## config.mk

```make
export PLATFORM = sky130hd
export DESIGN_NAME = hqm_aw_rf_pg_seq_flat
export DESIGN_NICKNAME = d
export VERILOG_FILES = /design/src/rtl/hqm_aw_rf_pg_seq_if.sv /design/src/rtl/hqm_aw_rf_pg_seq.sv /design/src/flat_wrapper.sv
export SDC_FILE = /design/constraint.sdc
export NUM_CORES = 1
export LEC_CHECK = 0
export BUFFER_PORTS_ARGS = -buffer_cell sky130_fd_sc_hd__buf_2
export CAP_MARGIN = 5
export CORE_AREA = 2 2 42 44
export DETAILED_ROUTE_END_ITERATION = 10
export DIE_AREA = 0 0 44 46
export GPL_TIMING_DRIVEN = 0
export PLACE_DENSITY = 0.79
export SLEW_MARGIN = 20
export SYNTH_ARGS = -nofsm -noshare
export SYNTH_HDL_FRONTEND = slang
export SYNTH_SLANG_ARGS = --single-unit
```

## constraint.sdc

```tcl
create_clock -name clk -period 3.1 [get_ports clk]
set_input_delay 0.155 -clock clk [delete_from_list [all_inputs] [get_ports clk]]
set_output_delay 0.155 -clock clk [all_outputs]
set_load 0.005 [all_outputs]
```

## src/rtl/hqm_aw_rf_pg_seq_if.sv

```systemverilog
// Handshake bundle between the power-gate sequencer, its client and the macro chain.
`default_nettype none

interface hqm_aw_rf_pg_seq_if;
  logic       pwr_req;
  logic       mem_busy;
  logic       pwr_enable_b_ack;
  logic       err_clr;
  logic       pwr_enable_b;
  logic       pgcb_isol_en;
  logic       ip_reset_b;
  logic       mem_rdy;
  logic [2:0] pwr_state;
  logic       timeout_err;

  modport master (
    output pwr_req, mem_busy, pwr_enable_b_ack, err_clr,
    input  pwr_enable_b, pgcb_isol_en, ip_reset_b, mem_rdy, pwr_state, timeout_err
  );

  modport slave (
    input  pwr_req, mem_busy, pwr_enable_b_ack, err_clr,
    output pwr_enable_b, pgcb_isol_en, ip_reset_b, mem_rdy, pwr_state, timeout_err
  );
endinterface

`default_nettype wire

```

## src/rtl/hqm_aw_rf_pg_seq.sv

```systemverilog
// Power-gate sequencer for a power-gated RF/SRAM macro chain: orders power,
// isolation and reset edges and gates client access while the array is unsafe.
`default_nettype none

module hqm_aw_rf_pg_seq #(
  parameter int SETTLE_CYC  = 4,
  parameter int ISO_CYC     = 2,
  parameter int TIMEOUT_CYC = 64
) (
  input  logic                  clk,
  input  logic                  rst_n,
  hqm_aw_rf_pg_seq_if.slave     pg
);

  localparam int MAX_A   = (SETTLE_CYC > ISO_CYC) ? SETTLE_CYC : ISO_CYC;
  localparam int MAX_CYC = (MAX_A > TIMEOUT_CYC) ? MAX_A : TIMEOUT_CYC;
  localparam int CNT_W   = $clog2(MAX_CYC + 1);

  localparam logic [CNT_W-1:0] SETTLE_LAST  = CNT_W'(SETTLE_CYC - 1);
  localparam logic [CNT_W-1:0] ISO_LAST     = CNT_W'(ISO_CYC - 1);
  localparam logic [CNT_W-1:0] TIMEOUT_LAST = CNT_W'(TIMEOUT_CYC - 1);

  localparam logic [2:0] ST_OFF       = 3'd0;
  localparam logic [2:0] ST_PU_ACK    = 3'd1;
  localparam logic [2:0] ST_PU_SETTLE = 3'd2;
  localparam logic [2:0] ST_PU_ISO    = 3'd3;
  localparam logic [2:0] ST_ON        = 3'd4;
  localparam logic [2:0] ST_PD_DRAIN  = 3'd5;
  localparam logic [2:0] ST_PD_ISO    = 3'd6;
  localparam logic [2:0] ST_PD_ACK    = 3'd7;

  if (SETTLE_CYC < 1 || ISO_CYC < 1 || TIMEOUT_CYC < 2) begin : g_bad_params
    $error("hqm_aw_rf_pg_seq: SETTLE_CYC>=1, ISO_CYC>=1 and TIMEOUT_CYC>=2 required");
  end

  logic [2:0]       state;
  logic [2:0]       state_nxt;
  logic [CNT_W-1:0] cnt;
  logic             timeout_err;
  logic             timeout_hit;

  // State, dwell counter and sticky error; a timeout set wins over err_clr.
  always_ff @(posedge clk or negedge rst_n) begin
    if (!rst_n) begin
      state       <= ST_OFF;
      cnt         <= '0;
      timeout_err <= 1'b0;
    end else begin
      state <= state_nxt;
      if (state_nxt != state) begin
        cnt <= '0;
      end else if (cnt != {CNT_W{1'b1}}) begin
        cnt <= cnt + 1'b1;
      end
      if (timeout_hit) begin
        timeout_err <= 1'b1;
      end else if (pg.err_clr) begin
        timeout_err <= 1'b0;
      end
    end
  end

  always_comb begin
    state_nxt   = state;
    timeout_hit = 1'b0;
    case (state)
      ST_OFF: begin
        if (pg.pwr_req && !timeout_err) state_nxt = ST_PU_ACK;
      end
      ST_PU_ACK: begin
        if (!pg.pwr_enable_b_ack) begin
          state_nxt = ST_PU_SETTLE;
        end else if (cnt == TIMEOUT_LAST) begin
          state_nxt   = ST_OFF;
          timeout_hit = 1'b1;
        end
      end
      ST_PU_SETTLE: begin
        if (cnt == SETTLE_LAST) state_nxt = ST_PU_ISO;
      end
      ST_PU_ISO: begin
        if (cnt == ISO_LAST) state_nxt = ST_ON;
      end
      ST_ON: begin
        if (!pg.pwr_req) state_nxt = ST_PD_DRAIN;
      end
      ST_PD_DRAIN: begin
        if (!pg.mem_busy) state_nxt = ST_PD_ISO;
      end
      ST_PD_ISO: begin
        if (cnt == ISO_LAST) state_nxt = ST_PD_ACK;
      end
      ST_PD_ACK: begin
        if (pg.pwr_enable_b_ack) begin
          state_nxt = ST_OFF;
        end else if (cnt == TIMEOUT_LAST) begin
          state_nxt   = ST_OFF;
          timeout_hit = 1'b1;
        end
      end
      default: state_nxt = ST_OFF;
    endcase
  end

  // Macro controls decode from the state register only.
  always_comb begin
    pg.pwr_enable_b = 1'b1;
    pg.pgcb_isol_en = 1'b1;
    pg.ip_reset_b   = 1'b0;
    pg.mem_rdy      = 1'b0;
    case (state)
      ST_PU_ACK, ST_PU_SETTLE, ST_PD_ISO: begin
        pg.pwr_enable_b = 1'b0;
      end
      ST_PU_ISO: begin
        pg.pwr_enable_b = 1'b0;
        pg.pgcb_isol_en = 1'b0;
      end
      ST_ON: begin
        pg.pwr_enable_b = 1'b0;
        pg.pgcb_isol_en = 1'b0;
        pg.ip_reset_b   = 1'b1;
        pg.mem_rdy      = 1'b1;
      end
      ST_PD_DRAIN: begin
        pg.pwr_enable_b = 1'b0;
        pg.pgcb_isol_en = 1'b0;
        pg.ip_reset_b   = 1'b1;
      end
      default: begin
        pg.pwr_enable_b = 1'b1;
      end
    endcase
    pg.pwr_state   = state;
    pg.timeout_err = timeout_err;
  end

endmodule

`default_nettype wire
```

## src/flat_wrapper.sv

```systemverilog
// flat-port wrapper written by rule: the top's interface ports become plain ports
module hqm_aw_rf_pg_seq_flat 
#(
  parameter int SETTLE_CYC  = 4,
  parameter int ISO_CYC     = 2,
  parameter int TIMEOUT_CYC = 64
)
  (clk, rst_n, pg_pwr_req, pg_mem_busy, pg_pwr_enable_b_ack, pg_err_clr, pg_pwr_enable_b, pg_pgcb_isol_en, pg_ip_reset_b, pg_mem_rdy, pg_pwr_state, pg_timeout_err);
  hqm_aw_rf_pg_seq_if pg_i ();
  input  logic clk;
  input  logic rst_n;
  input wire logic [$bits(pg_i.pwr_req)-1:0] pg_pwr_req;
  input wire logic [$bits(pg_i.mem_busy)-1:0] pg_mem_busy;
  input wire logic [$bits(pg_i.pwr_enable_b_ack)-1:0] pg_pwr_enable_b_ack;
  input wire logic [$bits(pg_i.err_clr)-1:0] pg_err_clr;
  output wire logic [$bits(pg_i.pwr_enable_b)-1:0] pg_pwr_enable_b;
  output wire logic [$bits(pg_i.pgcb_isol_en)-1:0] pg_pgcb_isol_en;
  output wire logic [$bits(pg_i.ip_reset_b)-1:0] pg_ip_reset_b;
  output wire logic [$bits(pg_i.mem_rdy)-1:0] pg_mem_rdy;
  output wire logic [$bits(pg_i.pwr_state)-1:0] pg_pwr_state;
  output wire logic [$bits(pg_i.timeout_err)-1:0] pg_timeout_err;
  assign pg_i.pwr_req = pg_pwr_req;
  assign pg_i.mem_busy = pg_mem_busy;
  assign pg_i.pwr_enable_b_ack = pg_pwr_enable_b_ack;
  assign pg_i.err_clr = pg_err_clr;
  assign pg_pwr_enable_b = pg_i.pwr_enable_b;
  assign pg_pgcb_isol_en = pg_i.pgcb_isol_en;
  assign pg_ip_reset_b = pg_i.ip_reset_b;
  assign pg_mem_rdy = pg_i.mem_rdy;
  assign pg_pwr_state = pg_i.pwr_state;
  assign pg_timeout_err = pg_i.timeout_err;
  hqm_aw_rf_pg_seq #(.SETTLE_CYC(SETTLE_CYC), .ISO_CYC(ISO_CYC), .TIMEOUT_CYC(TIMEOUT_CYC)) u_core (.clk(clk), .rst_n(rst_n), .pg(pg_i));
endmodule
```

### Yosys cells after proc, flatten, opt, wreduce, memory -nomap -nowiden

Cells that the tools add are included.

| cells by class | value |
|---|---|
| add/subtract/negate cells | 1 |
| equal/unequal tests | 12 |
| multiplexer cells | 22 |
| reductions and logical operators | 8 |

Operators with widths:

| kind | count |
|---|---|
| $mux W3 | 9 |
| $pmux W3 S8 | 1 |
| $mux W7 | 2 |
| $eq A3 B3 Y1 const B | 4 |
| $mux W1 | 9 |
| $add A7 B1 Y7 const B | 1 |
| $eq A7 B1 Y1 const B | 1 |
| $eq A7 B2 Y1 const B | 1 |
| $eq A7 B6 Y1 const B | 1 |
| $ne A7 B7 Y1 const B | 1 |
| $eq A3 B2 Y1 const B | 2 |
| $reduce_or A6 Y1 | 1 |
| $reduce_bool A2 Y1 | 2 |
| $eq A3 B1 Y1 const B | 1 |
| $logic_not A3 Y1 | 1 |
| $ne A3 B3 Y1 | 1 |
| $reduce_or A3 Y1 | 1 |
| $pmux W1 S2 | 1 |
| $reduce_or A2 Y1 | 1 |
| $logic_and A1 B1 Y1 | 1 |
| $logic_not A1 Y1 | 1 |

| word-level totals | value |
|---|---|
| register bits | 11 |
| bits of input ports | 6 |
| logic and storage cells | 46 |

### Depth between registers and ports, before layout

| logic depth | value |
|---|---|
| depth after elaboration | 6 |
| depth in mapped cells | 8 |
| gate-level depth less buffers | 7 |

### Worst setup path after synthesis

OpenSTA, ideal clock, no wires.

| timing | value |
|---|---|
| path kind | flip-flop to flip-flop |
| start | register u_core.cnt[2] |
| end | register u_core.cnt[2] |
| arrival time | 1.856 ns |
| required time | 2.964 ns |
| slack | 1.109 ns |
| stages on the path, launching flop included | 7 |
| buffers on the path | 1 |
| path through | dfrtp_1 -> or4_4 -> or4_4 -> o211ai_2 -> or2_2 -> buf_6 -> a211oi_2 |

| between the ends | value |
|---|---|
| longest elaborated chain between the ends | 6 |
| elaborated cells on any way between the ends | 16 |
| classes of those cells | 1 x add/sub; 5 x eq/ne; 9 x mux; 1 x reduce/logical |

Ends and longest elaborated chain:

| what | line | source |
|---|---|---|
| from (decl) | hqm_aw_rf_pg_seq.sv:38 | `logic [CNT_W-1:0] cnt;` |
| from (signal assigned) | hqm_aw_rf_pg_seq.sv:53 | `cnt <= cnt + 1'b1;` |
| $eq A7 B6 Y1 | hqm_aw_rf_pg_seq.sv:73, hqm_aw_rf_pg_seq.sv:96 |  |
| $mux W3 | hqm_aw_rf_pg_seq.sv:73, hqm_aw_rf_pg_seq.sv:96 |  |
| $mux W3, on equally long branches | hqm_aw_rf_pg_seq.sv:94, hqm_aw_rf_pg_seq.sv:71 |  |
| $pmux W3 S8 | hqm_aw_rf_pg_seq.sv:66 | `case (state)` |
| $ne A3 B3 Y1 | hqm_aw_rf_pg_seq.sv:50 | `if (state_nxt != state) begin` |
| $mux W7 or $reduce_bool A2 Y1 (tied branches) | - |  |

Several ways; a longest one is shown, not always the timed one. The select of a mux whose other input is x is not followed.
A chain may end at the register's enable or synchronous reset.

### Final worst setup path

| timing | value |
|---|---|
| start | register u_core.cnt[2] |
| end | register u_core.cnt[3] |

Same word-level chain as after synthesis.

==> reports/qor.yml <==
fin_skew_ns: 0.00186
grt_max_degree: 12
synth_common_cells: "dfrtp_1, a21oi_1, nor2_1, nand2b_1, o21ai_0"
grt_pass1_wl_microns: 2710
worstHoldStart: "pg_err_clr"
setup_viol: 0
ys_types: 37
finalNonFillerCells: 117
cts_resized: 0
routed_wl_microns: 1570
max_freq_mhz: 470
leakage_nw: 0.402
p_per_area_nw_per_um2: 847
fin_nets: 109
holdPathEnd: "u_core.pg.timeout_err"
async_flop_share_pct: 100
clk_latency_ns: 0.27
synthTopCellsByArea: "dfrtp_1, a21oi_1, nand2b_1"
critical_path_required_ns: 3.24
start_kind: "flip-flop"
synth-simple-area-share_pct: 27.6
fill_cells: 172
yosysSeqAreaShare_pct: 37.4
ios: 14
holdPathStages: 3
synth_edf_count: 0
drc: 0
drive_gt1_share_pct: 24.0
antenna_left: 0
grt_usage_pct: 18.3
timing.final.crit_share_pct: 68.6
vias: 695
hold_violations: 0
dieArea_sq_um: 2020
viasPerCell: 5.94
finalMaxSlewViolations: 0
diodes: 0
ys_seq_elements: 11
synth_fp_nets: 90
die_h_microns: 46
finish.utilization_pct: 53.2
muxShareOfSynthArea_pct: 2.72
tns_ns: 0
cts_buffer_depth: 2
clk_pin_slew_ns: 0.07
fin_crit_ns: 2.13
power_uw: 727
yosysTopAreaCell: "dfrtp_1"
gp_congestion: 0.769
wl_per_cell_microns: 13.4
cp-end-kind: "flip-flop"
arrival_ns: 2.26
worst_r2r_endpoint: "u_core.cnt[3]"
area.growth.synth_to_final_pct: 16.7
die_w_microns: 44
dp.cells: 112
ff_latch_area_sq_um: 275
post-synth-top-count-cell: "dfrtp_1"
yosysWarningCount: 0
hp-class: "in2reg"
post-dp-hpwl_microns: 1180
path_max_fanout: 7
status: "complete, no violations"
rr_worst_depth: 6
grt_antenna_before_repair: 0
grt_pass1_vias: 656
synthAdderAreaFrac_pct: 3.40
htreeDepth: 1
multi_input_area_sq_um: 429
rsz0062_at_grt: "false"
vdd_drop_max_mv: 0.451
r2r-start: "u_core.cnt[2]"
drt_iter0_markers: 12
synth_compound_area_share_pct: 23.5
rows: 15
r2r_slack_ns: 0.97
worstMarginPinSlew_ns: 0.398
critPathKind: "reg2reg"
cts_tree: "yes"
port_buffers: 13
clkSinkCount: 11
cts-root-buf: "clkbuf_4"
synth_top_family_by_area: "simple AND/OR/NAND/NOR gates"
initial_core_util_pct: 45.6
syn_inst: 82
synth_top_area_share_pct: 37.4
grt_overflow: 0
yosys.area_share.xor_xnor_pct: 1.19
first_pass_iters: 4
cts_buffers: 3
synth_area_per_cell_sq_um: 8.97
slew_headroom_pct: 73.5
coreArea_sq_um: 1610
synth_ff_type: "dfrtp_1"
syn_area_sq_um: 736
maxCapViolCount: 0
-- metal layers --
layer  vias to the layer above  part of all wire (%)  GRT usage, %
met3                         6                   7.2          3.57
met5                         -                     0             0
met2                        24                    49          31.5
met4                         0                   1.9          11.5
li1                        342                     -             -
met1                       323                    42          20.9
-- state kept, by name, indices dropped and copies added (netlist names) --
name	cells
u_core.pg.pwr_state	3
u_core.pg.timeout_err	1
u_core.cnt	7
-- report_power, final --
group | leakage [nW] | internal, mW | switching, mW
logic | 0.240 | 0.187 | 0.210
clock network | 0.0150 | 0.0498 | 0.0467
registers | 0.146 | 0.182 | 0.0520
-- what timing repair did --
item | 4_1_cts | 5_1_grt
buffers inserted | 0 | 0
hold buffers | 1 | 0
endpoints found under the hold margin | 11 | 0
-- final cells by class --
class	instances	share of cell area, %
Buffer	4	2.77
Clock buffer	4	3.06
Inverter	2	0.875
Multi-Input combinational cell	65	50.0
Sequential cell	11	32.1
Tap cell	17	2.48
Timing Repair Buffer	14	8.75
-- placed cells by master (no fill, tap or decap), drive strengths merged --
| master | count |
|---|---|
| buf | 15 |
| dfrtp | 11 |
| a21oi | 9 |
| nor2 | 8 |
| o21ai | 6 |
| clkbuf | 6 |
| nand2b | 5 |
| a31oi | 3 |
| nand2 | 3 |
| nor2b | 2 |
| inv | 2 |
| nand4 | 2 |
| or4 | 2 |
| mux2i | 2 |
| nand3 | 2 |
| a21boi | 2 |
| ha | 2 |
| o211ai | 2 |
| or2 | 2 |
| nor3 | 1 |
| and4b | 1 |
| nor4b | 1 |
| and3b | 1 |
| a22o | 1 |
| or3 | 1 |
| and4 | 1 |
| xnor2 | 1 |
| and2 | 1 |
| o41ai | 1 |
| a41o | 1 |
| and3 | 1 |
| a211oi | 1 |
| dlygate4sd3 | 1 |
-- how the worst max path moves through the flow --
stage | startpoint | end | slack (ns) | cells after the start
2_1_floorplan | u_core.cnt[2] | u_core.cnt[2] | 1.11 | 6
6_report | u_core.cnt[2] | u_core.cnt[3] | 0.97 | 6
3_3_place_gp | u_core.cnt[2] | u_core.cnt[5] | 1.02 | 6
3_5_place_dp | u_core.cnt[2] | u_core.cnt[0] | 0.99 | 6
5_1_grt | u_core.cnt[2] | u_core.cnt[3] | 0.91 | 6
4_1_cts | u_core.cnt[2] | u_core.cnt[3] | 0.97 | 6
-- per-stage QoR --
stage                     setup slack, ns  instance area (sq um)  hold slack (ns)
after floorplan                      1.11                    736           -0.141
after global placement               1.02                    822           0.0317
after detailed placement            0.994                    822           0.0406
after CTS                           0.967                    858            0.171
after global routing                0.907                    858            0.188
final                               0.974                    858            0.179
-- cells by family after synthesis --
kind of cell	Yosys count
AO/OA/AOI/OAI	26
XOR/XNOR	1
adder cells (fa/ha/maj)	2
buffers and inverters	6
flip-flops	11
multiplexers	2
AND/OR/NAND/NOR	34
-- critical path, cell delays in order, from the launching register on --
cell and delay [ns]:
dfrtp_1 0.45, or4_4 0.57, or4_4 0.52, o211ai_2 0.11, or2_2 0.16, buf_6 0.11, a21oi_1 0.07
Note: power is estimated with default switching activity, not from simulation.
